**src/rtl/hwag_pkg.sv**
```systemverilog
// hwag_pkg: shared widths and edge-select encoding for the hwag VR front end.
// Contents: HWAG_FILT_W, HWAG_PER_W, hwag_edge_t.
package hwag_pkg;

    localparam int HWAG_FILT_W = 16;
    localparam int HWAG_PER_W  = 24;

    typedef enum logic {
        EDGE_RISE = 1'b0,
        EDGE_FALL = 1'b1
    } hwag_edge_t;

endpackage

```
**src/rtl/hwag_vr_sync.sv**
```systemverilog
// hwag_vr_sync: generic 2-flop synchroniser for an asynchronous level.
// Ports: clk_i, rst_ni (sync, active-low), d_i (async in), q_o (synchronised out).
module hwag_vr_sync (
    input  logic clk_i,
    input  logic rst_ni,
    input  logic d_i,
    output logic q_o
);

    logic meta_q;
    logic sync_q;

    always_ff @(posedge clk_i) begin
        if (!rst_ni) begin
            meta_q <= 1'b0;
            sync_q <= 1'b0;
        end else begin
            meta_q <= d_i;
            sync_q <= meta_q;
        end
    end

    assign q_o = sync_q;

endmodule

```
**src/rtl/hwag_vr_filter.sv**
```systemverilog
// hwag_vr_filter: VR input synchroniser, glitch filter, edge strobe and tooth period.
// Ports: clk, rst (sync active-low), enable, filt_len, edge_sel, vr_in in;
//   vr_out, vr_edge, period, period_valid, period_ovf out (all registered).
// Build option: define HWAG_VR_PERIOD_EN to include the period counter logic;
//   without it period/period_valid/period_ovf are tied to 0.
module hwag_vr_filter
    import hwag_pkg::*;
#(
    parameter int FILT_W = HWAG_FILT_W,
    parameter int PER_W  = HWAG_PER_W
) (
    input  logic              clk,
    input  logic              rst,
    input  logic              enable,
    input  logic [FILT_W-1:0] filt_len,
    input  logic              edge_sel,
    input  logic              vr_in,
    output logic              vr_out,
    output logic              vr_edge,
    output logic [PER_W-1:0]  period,
    output logic              period_valid,
    output logic              period_ovf
);

    hwag_edge_t esel;
    logic       raw_s;

    logic [FILT_W-1:0] cnt_q, cnt_d;
    logic              out_q, out_d;
    logic              edge_q, edge_d;
    logic              flip;
    logic              hit;

    assign esel = hwag_edge_t'(edge_sel);

    hwag_vr_sync u_sync (
        .clk_i  (clk),
        .rst_ni (rst),
        .d_i    (vr_in),
        .q_o    (raw_s)
    );

    // cnt counts clocks of disagreement; >= lets a shrinking filt_len
    // take effect at once and keeps cnt bounded by filt_len.
    always_comb begin
        cnt_d = cnt_q;
        out_d = out_q;
        flip  = 1'b0;
        if (!enable) begin
            cnt_d = '0;
        end else if (raw_s == out_q) begin
            cnt_d = '0;
        end else if (cnt_q >= filt_len) begin
            out_d = raw_s;
            cnt_d = '0;
            flip  = 1'b1;
        end else begin
            cnt_d = cnt_q + 1'b1;
        end
        hit    = flip && (raw_s == (esel == EDGE_RISE));
        edge_d = hit;
    end

    always_ff @(posedge clk) begin
        if (!rst) begin
            cnt_q  <= '0;
            out_q  <= 1'b0;
            edge_q <= 1'b0;
        end else begin
            cnt_q  <= cnt_d;
            out_q  <= out_d;
            edge_q <= edge_d;
        end
    end

    assign vr_out  = out_q;
    assign vr_edge = edge_q;

`ifdef HWAG_VR_PERIOD_EN
    localparam logic [PER_W-1:0] PER_ONE = {{(PER_W-1){1'b0}}, 1'b1};

    logic [PER_W-1:0] pcnt_q, pcnt_d;
    logic [PER_W-1:0] per_q, per_d;
    logic             armed_q, armed_d;
    logic             pv_q, pv_d;
    logic             ovf_q, ovf_d;

    // The counter restarts at 1 on an edge so that period equals the
    // clock distance between consecutive selected edges.
    always_comb begin
        pcnt_d  = pcnt_q;
        per_d   = per_q;
        armed_d = armed_q;
        pv_d    = 1'b0;
        ovf_d   = ovf_q;
        if (!enable) begin
            pcnt_d  = '0;
            armed_d = 1'b0;
            ovf_d   = 1'b0;
        end else begin
            if (pcnt_q != '1) begin
                pcnt_d = pcnt_q + 1'b1;
            end
            if (hit) begin
                if (armed_q) begin
                    per_d = pcnt_q;
                    pv_d  = 1'b1;
                    if (&pcnt_q) begin
                        ovf_d = 1'b1;
                    end
                end
                pcnt_d  = PER_ONE;
                armed_d = 1'b1;
            end
        end
    end

    always_ff @(posedge clk) begin
        if (!rst) begin
            pcnt_q  <= '0;
            per_q   <= '0;
            armed_q <= 1'b0;
            pv_q    <= 1'b0;
            ovf_q   <= 1'b0;
        end else begin
            pcnt_q  <= pcnt_d;
            per_q   <= per_d;
            armed_q <= armed_d;
            pv_q    <= pv_d;
            ovf_q   <= ovf_d;
        end
    end

    assign period       = per_q;
    assign period_valid = pv_q;
    assign period_ovf   = ovf_q;
`else
    assign period       = '0;
    assign period_valid = 1'b0;
    assign period_ovf   = 1'b0;
`endif

endmodule

```
**config.mk**
```make
export PLATFORM = sky130hd
export DESIGN_NAME = hwag_vr_filter
export DESIGN_NICKNAME = d
export VERILOG_FILES = /design/src/rtl/hwag_pkg.sv /design/src/rtl/hwag_vr_sync.sv /design/src/rtl/hwag_vr_filter.sv
export SDC_FILE = /design/constraint.sdc
export NUM_CORES = 1
export LEC_CHECK = 0
export ABC_CLOCK_PERIOD_IN_PS = 6880
export CAP_MARGIN = 10
export CORE_MARGIN = 2
export CORE_UTILIZATION = 45
export CTS_CLUSTER_DIAMETER = 150
export DETAILED_ROUTE_END_ITERATION = 16
export PLACE_DENSITY = 0.89
export SLEW_MARGIN = 20
export SYNTH_ARGS = -nofsm -noshare
export SYNTH_HDL_FRONTEND = slang
export SYNTH_SLANG_ARGS = --single-unit
```
**constraint.sdc**
```tcl
create_clock -name clk -period 6.88 [get_ports clk]
set_clock_uncertainty 0.15 [all_clocks]
set_input_delay 1.032 -clock clk [delete_from_list [all_inputs] [get_ports clk]]
set_output_delay 1.032 -clock clk [all_outputs]
set_load 0.005 [all_outputs]
```
After elaboration in Yosys (flattened, before gate mapping)
Cells that the tools add are included.
{"block": "op_classes", "add_sub_neg": 1, "magnitude_cmp": 1, "n_eq_ne": 2, "mux": 3, "n_bitwise": 4, "n_reduce_logical": 3}
{"operator": "adder 16 x 1 -> 16 bit (second input constant)", "n": 1}
{"operator": ">= comparator 16 bit", "n": 1}
{"operator": "inverter 1 bit", "n": 4}
{"operator": "OR reduction 4 bit", "n": 1}
{"operator": "2-to-1 mux 1 bit", "n": 3}
{"operator": "AND reduction 3 bit", "n": 1}
{"operator": "equality test 1 bit", "n": 2}
{"operator": "logical AND 1 bit", "n": 1}
{"block": "totals", "reg_bits": 20, "in_bits": 21, "output_inout_bits": 28, "elab_cells": 19}

Longest topological paths before layout
{"block": "logic_depth", "word_depth": 5, "ltp_mapped": 9, "mapped_depth_nobuf": 7}

By module
Synthesis repeated with hierarchy kept, for this count alone.
{"block": "hier_totals", "cells_unflattened": 171, "hier_area_um2": 1400.1}
{"mod": "hwag_vr_filter", "n_inst": 1, "cells_per_inst": 167, "area_per_inst_um2": 1347.5, "seq_area_each_um2": 360.3}
{"mod": "hwag_vr_sync", "n_inst": 1, "cells_per_inst": 4, "area_per_inst_um2": 52.6, "seq_area_each_um2": 40.0}

Least setup slack after synthesis
No wires, ideal clock.
{"block": "synth_path", "path_type": "in2reg", "start": "input filt_len[0]", "end": "register cnt_q[9]", "setup_time_ns": 0.064, "arrival_ns": 2.638, "required_time_ns": 6.666, "slack_ns": 4.028, "path_stages": 8, "path_buffers": 2, "cell_sequence": "ha_1 > nand2b_4 > a2111oi_4 > a2111oi_2 > or4_1 > buf_6 > buf_8 > nor2_1"}
{"block": "synth_between", "elab_chain_cells": 2}
{"item": "from (decl)", "line": "hwag_vr_filter.sv:15", "source": "input logic [FILT_W-1:0] filt_len,"}
{"item": ">= comparator 16 bit", "line": "hwag_vr_filter.sv:53", "source": "end else if (cnt_q >= filt_len) begin"}
{"item": "OR reduction 4 bit (no source line)"}
{"item": "to (signal assigned)", "line": "hwag_vr_filter.sv:70", "source": "cnt_q <= cnt_d;"}
{"item": "to (decl)", "line": "hwag_vr_filter.sv:28", "source": "logic [FILT_W-1:0] cnt_q, cnt_d;"}
No other way between the ends.
A chain may end at the register's enable or synchronous reset.

Worst setup path after layout
{"block": "layout_path", "start": "input filt_len[15]", "end": "register cnt_q[15]"}
Same word-level chain as after synthesis.

==> results.sh <==
export IMPL_crit_chain="clkdlybuf4s50_1 -> inv_1 -> ha_1 -> nand4_1 -> or3_1 -> a2111oi_2 -> or4_1 -> nor2_1"
export IMPL_rsz0062_at_grt="no"
export IMPL_status="completed"
export IMPL_period_share=0.478
export IMPL_min_period_ns=3.29
export IMPL_tightest_slew_ns=0.541
export IMPL_critPathSlowestCell="or4_1"
export IMPL_synth_cell_type_count=26
export IMPL_first_pass_iters=4
export IMPL_synth_warnings=0
export IMPL_pre_cts_slack_ns=3.27
export IMPL_place_area_um2=1580
export IMPL_ant_nets=0
export IMPL_cts_sinks=20
export IMPL_fp_dieArea_um2=3640
export IMPL_dp_cells=232
export IMPL_cts_resized=0
export IMPL_fillers=294
export IMPL_cts_tree="yes"
export IMPL_num_antenna_cells=0
export IMPL_hold_violations=0
export IMPL_hold_path_class="reg2reg"
export IMPL_numCtsBuffers=3
export IMPL_endpoint_kind="flop"
export IMPL_critPathArrivalTime_ns=3.31
export IMPL_port_buffers=22
export IMPL_grt_max_degree=17
export IMPL_netlist_instances=169
export IMPL_max_freq_ghz=0.304
export IMPL_rr_startpoint="cnt_q[0]"
export IMPL_clk_pin_slew_ns=0.11
export IMPL_final_nets=231
export IMPL_clock_root_buffer="clkbuf_4"
export IMPL_fin_area_um2=1630
export IMPL_cts_htree_levels=1
export IMPL_insertion_delay_ns=0.30
export IMPL_grt_pass1_vias=949
export IMPL_leakagePower_nw=0.722
export IMPL_clock_path_buffers=2
export IMPL_wl_per_cell_um=9.74
export IMPL_muxShareOfSynthArea=0
export IMPL_syn_area_per_cell_um2=8.45
export IMPL_max_stage_delay_ns=0.52
export IMPL_cts_hold_buffers=0
export IMPL_dp_hpwl_um=1850
export IMPL_num_rows=20
export IMPL_drv_slew=0
export IMPL_fin_ws_ns=3.59
export IMPL_overflow=0
export IMPL_cp_max_fo=16
export IMPL_drt_total_wl_um=2300
export IMPL_synth_seq_cells=20
export IMPL_synth_compound_area_frac=0.0833
export IMPL_worstHoldStart="u_sync.meta_q"
export IMPL_r2r_slack_ns=4.30
export IMPL_drtIter0Drc=15
export IMPL_setup_viol=0
export IMPL_drive_gt1_frac=0.0365
export IMPL_ir_worst_vdd_mv=0.0758
export IMPL_synth_area_top_cells="dfxtp_1, ha_1, buf_4, xor2_1, inv_1"
export IMPL_antenna_found_initial=0
export IMPL_synthAdderAreaFrac=0.149
export IMPL_synth_seq_area_share=0.280
export IMPL_start_util=0.471
export IMPL_synth_top_area_share=0.280
export IMPL_synth_top_family_by_area="buffers and inverters"
export IMPL_p_per_area_nw_per_um2=147
export IMPL_cts_setup_buffers=0
export IMPL_synth_top_area_cell="dfxtp_1"
export IMPL_gp_congestion=0.817
export IMPL_io_pins=49
export IMPL_track_usage=0.139
export IMPL_critPathLaunch="filt_len[15]"
export IMPL_die_y_um=60.3
export IMPL_crit_required_ns=6.90
export IMPL_crit_buf_inv=2
export IMPL_setup_tns_ns=0
export IMPL_syn_area_um2=1430
export IMPL_critPathLaunchType="input pin"
export IMPL_fp_coreArea_um2=3030
export IMPL_relSlewSlack=0.640
export IMPL_drc_errors=0
export IMPL_die_w_um=60.3
export IMPL_grt_pass1_wl_um=3820
export IMPL_synth_xor_area_share=0.0982
export IMPL_cpLargestDelayFamily="simple AND/OR/NAND/NOR gates"
export IMPL_yosys_area_share_simple=0.184
export IMPL_vias=1078
export IMPL_syn2layout_area_growth_pct=14.0
export IMPL_drv_cap=0
export IMPL_worst_setup_path_type="in2reg"
export IMPL_final_cells=236
export IMPL_via_per_inst=4.57
## state kept, by name (all words and copies together), names as in the netlist
signal / count
vr_out: 1
u_sync.meta_q: 1
vr_edge: 1
u_sync.q_o: 1
cnt_q: 16
## stage by stage
stage	utilization	hold WS, ns	power [mW]
2_1_floorplan	-	0.262	0.143
3_3_place_gp	0.520	0.265	0.145
3_5_place_dp	0.520	0.273	0.146
4_1_cts	0.538	0.299	0.242
5_1_grt	0.538	0.327	0.251
6_report	0.538	0.296	0.240
## synthesized netlist by cell type
library cell,instances
xor2_1,13
and3_1,3
nand2b_4,1
o22ai_1,2
or3_1,1
or4_1,1
inv_1,18
nor3_1,4
nand3_1,9
buf_8,1
xnor2_1,3
buf_4,26
ha_1,17
dfxtp_1,20
nor2_1,16
a2111oi_2,1
a21oi_1,6
o21a_1,2
conb_1,1
o21ai_0,2
buf_6,1
a2111oi_4,1
o31a_1,1
nand2_1,11
and2_1,3
nand4_1,5
## worst paths after layout
kind | cells past startpoint | to
worst max-delay path | 8 | cnt_q[15]
worst min-delay path | 1 | u_sync.q_o
worst max register to register | 7 | cnt_q[15]
worst min register to register | 1 | u_sync.q_o
## final cells by class
type / count / area (um^2) / share of cell area
clock buffer: 3 / 22.5 / 0.0138
clock inverter: 1 / 30.0 / 0.0184
inverter: 18 / 67.6 / 0.0415
multi-input combinational: 128 / 832 / 0.511
sequential: 20 / 400 / 0.246
tap: 44 / 55.1 / 0.0338
timing repair buffer: 22 / 220 / 0.135
## routing by layer
layer,part of all wire,track usage,vias up
met5,0,0,-
met4,0.011,0.0571,0
met3,0.038,0.0260,4
met2,0.49,0.231,24
met1,0.46,0.175,498
li1,-,-,552
## worst register-to-register path, cell delays in order, from the launching register on
cell       delay, ns
dfxtp_1         0.47
inv_1           0.08
ha_1            0.27
nand2b_4        0.15
a2111oi_4       0.37
a2111oi_2       0.11
or4_1           0.70
nor2_1          0.21
## cells by family (layout without fill, tap and decap cells)
| kind of cell | Yosys count | in the layout |
|---|---|---|
| and+or+nand+nor | 54 | 54 |
| buffers and inverters | 46 | 44 |
| DFF | 20 | 20 |
| adders and majority gates | 17 | 17 |
| xor gates and xnor gates | 16 | 16 |
| AOI/OAI and AO/OA | 15 | 15 |
| other | 1 | 26 |
## report_power, final
group	switching (mW)	total, mW	internal [mW]
registers	0.000494	0.117	0.116
logic	0.0113	0.0264	0.0151
clock network	0.0376	0.0965	0.0589
## cells in the final DEF, fill, tap and decap left out, drive strengths merged, types with 4 or more instances in the layout
cell	n
a21oi	6
clkdlybuf4s50	22
conb	26
dfxtp	20
ha	17
inv	18
nand2	11
nand3	9
nand4	5
nor2	16
nor3	4
xor2	13
Power figures use the tool's default switching activity.
